<file path="config.mk">
export PLATFORM = sky130hd
export DESIGN_NAME = tc0480scp_rom_responder_flat
export DESIGN_NICKNAME = d
export VERILOG_FILES = /design/src/rtl/tc0480scp_rom_responder_if.sv /design/src/rtl/tc0480scp_rom_responder.sv /design/src/flat_wrapper.sv
export SDC_FILE = /design/constraint.sdc
export NUM_CORES = 1
export LEC_CHECK = 0
export CAP_MARGIN = 10
export CORE_MARGIN = 1
export CORE_UTILIZATION = 45
export CTS_CLUSTER_SIZE = 10
export DETAILED_ROUTE_END_ITERATION = 10
export PLACE_DENSITY = 0.74
export SLEW_MARGIN = 40
export SYNTH_ARGS = -nofsm -noshare
export SYNTH_HDL_FRONTEND = slang
export SYNTH_SLANG_ARGS = --single-unit
</file>
<file path="constraint.sdc">
create_clock -name clk -period 4.2 [get_ports clk]
set_input_delay 0.84 -clock clk [delete_from_list [all_inputs] [get_ports clk]]
set_output_delay 0.84 -clock clk [all_outputs]
set_load 0.02 [all_outputs]
</file>
<file path="src/rtl/tc0480scp_rom_responder_if.sv">
// Tile-fetcher ROM port (toggle req/ack, 64-bit line) plus the burst-read arbiter port.
// slave is the responder side; master is the client/arbiter side.
interface tc0480scp_rom_responder_if #(
  parameter int MEM_AW = 25
);
  logic [22:0]       rom_address;
  logic              rom_req;
  logic [63:0]       rom_data;
  logic              rom_ack;
  logic              flush;
  logic [MEM_AW-1:0] mem_addr;
  logic              mem_rd;
  logic              mem_ready;
  logic [15:0]       mem_data;
  logic              mem_valid;

  modport slave (
    input  rom_address, rom_req, flush, mem_ready, mem_data, mem_valid,
    output rom_data, rom_ack, mem_addr, mem_rd
  );

  modport master (
    output rom_address, rom_req, flush, mem_ready, mem_data, mem_valid,
    input  rom_data, rom_ack, mem_addr, mem_rd
  );
endinterface

</file>
<file path="src/rtl/tc0480scp_rom_responder.sv">
// TC0480SCP ROM responder: line-cache hit acks in 1 clk, miss fetches one 4x16 burst (ack on 4th beat).
// mem_rd/mem_addr held until mem_ready; one request in flight, rom_data held until the ack edge.
module tc0480scp_rom_responder #(
  parameter int unsigned ROM_BASE = 0,
  parameter int          MEM_AW   = 25
) (
  input  logic                       clk,
  input  logic                       reset_n,
  tc0480scp_rom_responder_if.slave   bus
);

  typedef enum logic [1:0] {IDLE, ISSUE, BEAT} state_t;

  state_t            state_q, state_d;
  logic [19:0]       tag_q, tag_d;
  logic [1:0]        cnt_q, cnt_d;
  logic [47:0]       asm_q, asm_d;
  logic [63:0]       rom_data_q, rom_data_d;
  logic              rom_ack_q, rom_ack_d;
  logic [MEM_AW-1:0] mem_addr_q, mem_addr_d;
  logic              mem_rd_q, mem_rd_d;
  logic              cache_vld_q, cache_vld_d;
  logic [19:0]       cache_tag_q, cache_tag_d;
  logic [63:0]       cache_line_q, cache_line_d;

  logic [31:0]       base_sum;
  logic              unused_bits;

  // Word address of the line: tag * 4 words, offset by the ROM region base.
  assign base_sum    = ROM_BASE + {10'd0, bus.rom_address[22:3], 2'b00};
  assign unused_bits = ^{bus.rom_address[2:0], base_sum};

  always_comb begin
    state_d      = state_q;
    tag_d        = tag_q;
    cnt_d        = cnt_q;
    asm_d        = asm_q;
    rom_data_d   = rom_data_q;
    rom_ack_d    = rom_ack_q;
    mem_addr_d   = mem_addr_q;
    mem_rd_d     = mem_rd_q;
    cache_vld_d  = cache_vld_q & ~bus.flush;
    cache_tag_d  = cache_tag_q;
    cache_line_d = cache_line_q;

    case (state_q)
      IDLE: begin
        if (bus.rom_req != rom_ack_q) begin
          tag_d = bus.rom_address[22:3];
          if (cache_vld_q && !bus.flush && (cache_tag_q == bus.rom_address[22:3])) begin
            rom_data_d = cache_line_q;
            rom_ack_d  = bus.rom_req;
          end else begin
            mem_addr_d = base_sum[MEM_AW-1:0];
            mem_rd_d   = 1'b1;
            state_d    = ISSUE;
          end
        end
      end
      ISSUE: begin
        if (mem_rd_q && bus.mem_ready) begin
          mem_rd_d = 1'b0;
          cnt_d    = 2'd0;
          state_d  = BEAT;
        end
      end
      BEAT: begin
        if (bus.mem_valid) begin
          cnt_d = cnt_q + 2'd1;
          case (cnt_q)
            2'd0: asm_d[15:0]  = bus.mem_data;
            2'd1: asm_d[31:16] = bus.mem_data;
            2'd2: asm_d[47:32] = bus.mem_data;
            default: begin
              // Fill sets valid after the flush clear above, so a coincident flush loses.
              rom_data_d   = {bus.mem_data, asm_q};
              cache_line_d = {bus.mem_data, asm_q};
              cache_tag_d  = tag_q;
              cache_vld_d  = 1'b1;
              rom_ack_d    = bus.rom_req;
              state_d      = IDLE;
            end
          endcase
        end
      end
      default: state_d = IDLE;
    endcase
  end

  always_ff @(posedge clk or negedge reset_n) begin
    if (!reset_n) begin
      state_q      <= IDLE;
      tag_q        <= '0;
      cnt_q        <= '0;
      asm_q        <= '0;
      rom_data_q   <= '0;
      rom_ack_q    <= 1'b0;
      mem_addr_q   <= '0;
      mem_rd_q     <= 1'b0;
      cache_vld_q  <= 1'b0;
      cache_tag_q  <= '0;
      cache_line_q <= '0;
    end else begin
      state_q      <= state_d;
      tag_q        <= tag_d;
      cnt_q        <= cnt_d;
      asm_q        <= asm_d;
      rom_data_q   <= rom_data_d;
      rom_ack_q    <= rom_ack_d;
      mem_addr_q   <= mem_addr_d;
      mem_rd_q     <= mem_rd_d;
      cache_vld_q  <= cache_vld_d;
      cache_tag_q  <= cache_tag_d;
      cache_line_q <= cache_line_d;
    end
  end

  assign bus.rom_data = rom_data_q;
  assign bus.rom_ack  = rom_ack_q;
  assign bus.mem_addr = mem_addr_q;
  assign bus.mem_rd   = mem_rd_q;

endmodule
</file>
<file path="src/flat_wrapper.sv">
// flat-port wrapper written by rule: the top's interface ports become plain ports
module tc0480scp_rom_responder_flat 
#(
  parameter int unsigned ROM_BASE = 0,
  parameter int          MEM_AW   = 25
)
  (clk, reset_n, bus_rom_address, bus_rom_req, bus_flush, bus_mem_ready, bus_mem_data, bus_mem_valid, bus_rom_data, bus_rom_ack, bus_mem_addr, bus_mem_rd);
  tc0480scp_rom_responder_if #(.MEM_AW(MEM_AW)) bus_i ();
  input  logic clk;
  input  logic reset_n;
  input wire logic [$bits(bus_i.rom_address)-1:0] bus_rom_address;
  input wire logic [$bits(bus_i.rom_req)-1:0] bus_rom_req;
  input wire logic [$bits(bus_i.flush)-1:0] bus_flush;
  input wire logic [$bits(bus_i.mem_ready)-1:0] bus_mem_ready;
  input wire logic [$bits(bus_i.mem_data)-1:0] bus_mem_data;
  input wire logic [$bits(bus_i.mem_valid)-1:0] bus_mem_valid;
  output wire logic [$bits(bus_i.rom_data)-1:0] bus_rom_data;
  output wire logic [$bits(bus_i.rom_ack)-1:0] bus_rom_ack;
  output wire logic [$bits(bus_i.mem_addr)-1:0] bus_mem_addr;
  output wire logic [$bits(bus_i.mem_rd)-1:0] bus_mem_rd;
  assign bus_i.rom_address = bus_rom_address;
  assign bus_i.rom_req = bus_rom_req;
  assign bus_i.flush = bus_flush;
  assign bus_i.mem_ready = bus_mem_ready;
  assign bus_i.mem_data = bus_mem_data;
  assign bus_i.mem_valid = bus_mem_valid;
  assign bus_rom_data = bus_i.rom_data;
  assign bus_rom_ack = bus_i.rom_ack;
  assign bus_mem_addr = bus_i.mem_addr;
  assign bus_mem_rd = bus_i.mem_rd;
  tc0480scp_rom_responder #(.ROM_BASE(ROM_BASE), .MEM_AW(MEM_AW)) u_core (.clk(clk), .reset_n(reset_n), .bus(bus_i));
endmodule
</file>
==> impl_results.md <==
* Status: finished clean
* Clock tree buffer depth at 3
* # Max-Cap Violations at 0
* Total global routing overflow at 0
* Vias post-DR at 6,074
* Crit path launch type: input port
* NetSw at 2.41 mW
* Initial Utilization at 45.7%
* Final setup margin at 1320 ps
* Maximum VDD drop at 0.345 mV
* CP max stage cell: or4_4
* DR vias/cell at 5.38
* Yosys top cell area share at 61.1%
* Post-DR wirelength/cell at 18.6 um
* Clock Sinks at 243
* Port buffer count at 127
* FF-to-FF Start: u_core.cache_tag_q[5]
* Critical Path Sink Type: flop
* Final hold viol count at 0
* Hold-fix buffers at CTS at 0
* Skew final at 15.7 ps
* Clock slew at reported path FFs at 60 ps
* Initial DRC Count at 253
* Switching Share at 30.3%
* Hpwl dp at 12.8 mm
* Worst Tran Pin Value at 793 ps
* Pin count of the biggest net entering global routing at 102
* Layout area overhead at 23.9%
* Worst R2R End: u_core.bus.mem_addr[5]
* Hold Path Class: input port to async pin
* Flops & latches, synth at 243
* CP Class: input port to flop
* First-pass GRT wire length at 33.5 mm
* PwrDens at 647 mW/mm^2
* Ys Warns at 0
* DRC errors left at 0
* Critical path, cell by cell: clkdlybuf4s50_1 -> xnor2_1 -> nand4_1 -> or4_4 -> o21ai_2 -> buf_4 -> mux2_2
* Postcts setup bufs at 0
* # setup viols final at 0
* I/O pin count at 136
* Synth area leader: dfrtp_1
* Critical Path RT at 4620 ps
* Logic pwr share at 29.4%
* Clock power share at 26.4%
* Fillers at 1,767
* Period utilization at 68.5%
* Final Wtd Congestion at 0.764
* Synthesized area per cell at 13.9 um^2
* Die footprint at 0.0227 mm^2
* Pre-CTS worst setup slack at 777 ps
* Core Util, Final at 56.7%
* Largest family of logic cells by synthesized area: multiplexers
* Launch point of the worst path: bus_rom_address[8]
* Crit path max fanout at 19
* Sequential Area at 0.00608 mm^2
* Seq/Total Area, Yosys at 61.1%
* Share of layout cells above drive strength 1 at 38.5%
* Final Cell Area at 0.0123 mm^2
* Multiplexer share of the synthesized area at 17.3%
* F_max at 347 MHz
* Vias in the first global route at 6,249
* FP Rows at 54
* Clk Latency, worst-skew pair at 540 ps
* GRT Overall Usage at 19.2%
* Synth Area in Compound Gates at 8.31%
* 1st-pass router iterations at 5
* Post-CTS sizing at 0
* Synth Area in Simple Gates at 8.43%
* Reg2reg path depth at 6
* Part of the power in registers at 44.2%
* Critical path data arrival time at 3290 ps
* RSZ-0062 raised after global routing: no
* Sum of buffers and inverters on the critical path at 2
* TNS Setup at 0 ps
* Initial antenna violation count at 1
* P_int at 5.56 mW
* Max_slew headroom at 47.0%
* CTS buffer count at 28
* Core footprint at 0.0218 mm^2
* Fin crit period at 2880 ps
* Cell family with most CP delay: buffers and inverters
* Die H at 151 um
* Nets@finish at 892
* Mapped cell area at 0.00995 mm^2
* WL final at 21.0 mm
* Leakage dissipation at 5.46 nW
* Multi-input logic area at 0.00366 mm^2
* TritonCTS clock tree: yes
* Yosys cell types at 38
* Die X at 151 um
* Root buffer selected by CTS: clkbuf_16
* Adder-Cell Fraction of Synth Area at 0.503%
* Post-DRT Antenna Nets at 0
* Top post-synthesis cells by area: dfrtp_1 61%, mux2_2 17%, o221a_2 7.1%
* Reg2reg setup slack at 1750 ps
* Syn Inst Count at 714
* H-tree lvl count at 1
* Final Slew Violations at 0
* XOR/XNOR share of the synthesized area at 1.85%
* Area after DPL at 0.0115 mm^2
* Delay of the slowest cell on the worst path at 580 ps
==> cell usage after synthesis (all sizes together) <==
library cell	count
xor2	8
buf	13
inv	4
o21a	2
a311oi	1
or4	1
a21boi	1
nor2b	2
a211oi	2
dfrtp	243
clkbuf	31
a22oi	1
nand2	73
nand4	6
nand3b	2
a21oi	3
o211ai	1
nor2	4
mux2i	1
or3	1
and2	2
conb	1
ha	4
o221a	63
nor3	1
or2	63
a41oi	1
nand3	5
nor4	2
xnor2	13
mux2	152
o21ai	4
nand2b	3
==> through the flow <==
stage | hold WS [ps] | power [mW] | instances
3_3_place_gp | 454 | 5.85 | 1092
5_1_grt | 188 | 8.43 | 1127
4_1_cts | 369 | 8.07 | 1126
6_report | 178 | 7.97 | 1128
3_5_place_dp | 458 | 5.92 | 1092
2_1_floorplan | 442 | 4.87 | 718
==> power by group through the flow <==
| stage | combinational (mW) | sequential [mW] | clock [mW] |
|---|---|---|---|
| 6_report | 2.34 | 3.52 | 2.10 |
| 5_1_grt | 2.53 | 3.63 | 2.27 |
| 4_1_cts | 2.37 | 3.53 | 2.16 |
| 3_5_place_dp | 2.36 | 3.56 | 0 |
| 3_3_place_gp | 2.32 | 3.53 | 0 |
| 2_1_floorplan | 1.04 | 3.83 | 0 |
==> registers in the layout, summed over array words and instances, names as in the netlist <==
name	count
u_core.asm_q	48
u_core.bus.mem_addr	20
u_core.bus.mem_rd	1
u_core.bus.rom_ack	1
u_core.bus.rom_data	64
u_core.cache_line_q	64
u_core.cache_tag_q	20
u_core.cache_vld_q	1
u_core.cnt_q	2
u_core.state_q	2
u_core.tag_q	20
==> how the worst max path moves through the flow <==
stage / slack (ps) / depth (start not counted) / endpoint
2_1_floorplan: 1570 / 6 / u_core.bus.mem_addr[10]
6_report: 1320 / 7 / u_core.bus.mem_addr[5]
5_1_grt: 1210 / 7 / u_core.bus.mem_addr[14]
4_1_cts: 1310 / 7 / u_core.bus.mem_addr[5]
3_3_place_gp: 810 / 7 / u_core.bus.mem_addr[9]
3_5_place_dp: 780 / 7 / u_core.bus.mem_addr[13]
==> logic make-up after synthesis <==
group,count (synthesis)
multiplexers,153
AND/OR/NAND/NOR,165
XOR/XNOR,21
AO/OA/AOI/OAI,79
flip-flops,243
buffers and inverters,48
adder cells (fa/ha/maj),4
other,1
==> per-layer routing <==
metal	GRT usage [%]	vias up	wire length (um)
met3	4.30	43	1060
li1	-	2791	-
met1	26.3	3097	9750
met2	30.0	143	9570
met4	6.55	0	608
met5	0	-	0
==> cell usage in the layout (no fill, tap or decap), types with 3 or more instances in the layout <==
cell / count
a21oi_1: 3
buf_12: 5
buf_4: 6
clkbuf_1: 3
clkbuf_16: 28
clkdlybuf4s50_1: 126
conb_1: 5
dfrtp_1: 243
ha_1: 4
inv_1: 4
mux2_2: 151
nand2_1: 73
nand2b_1: 3
nand3_1: 3
nand4_1: 6
nor2_1: 4
o21ai_0: 3
o221a_2: 63
or2_2: 63
xnor2_1: 13
xor2_1: 8
==> final cells by class <==
cell class              instances  area share [%]
diodes                          1          0.0203
clock buffers                  33            6.00
clock inverters                 1           0.244
well taps                     280            2.84
flip-flops and latches        243            49.3
repair buffers                139            11.8
inverters                       4           0.122
multi-input cells             427            29.7
Note: power is estimated with default switching activity, not from simulation.
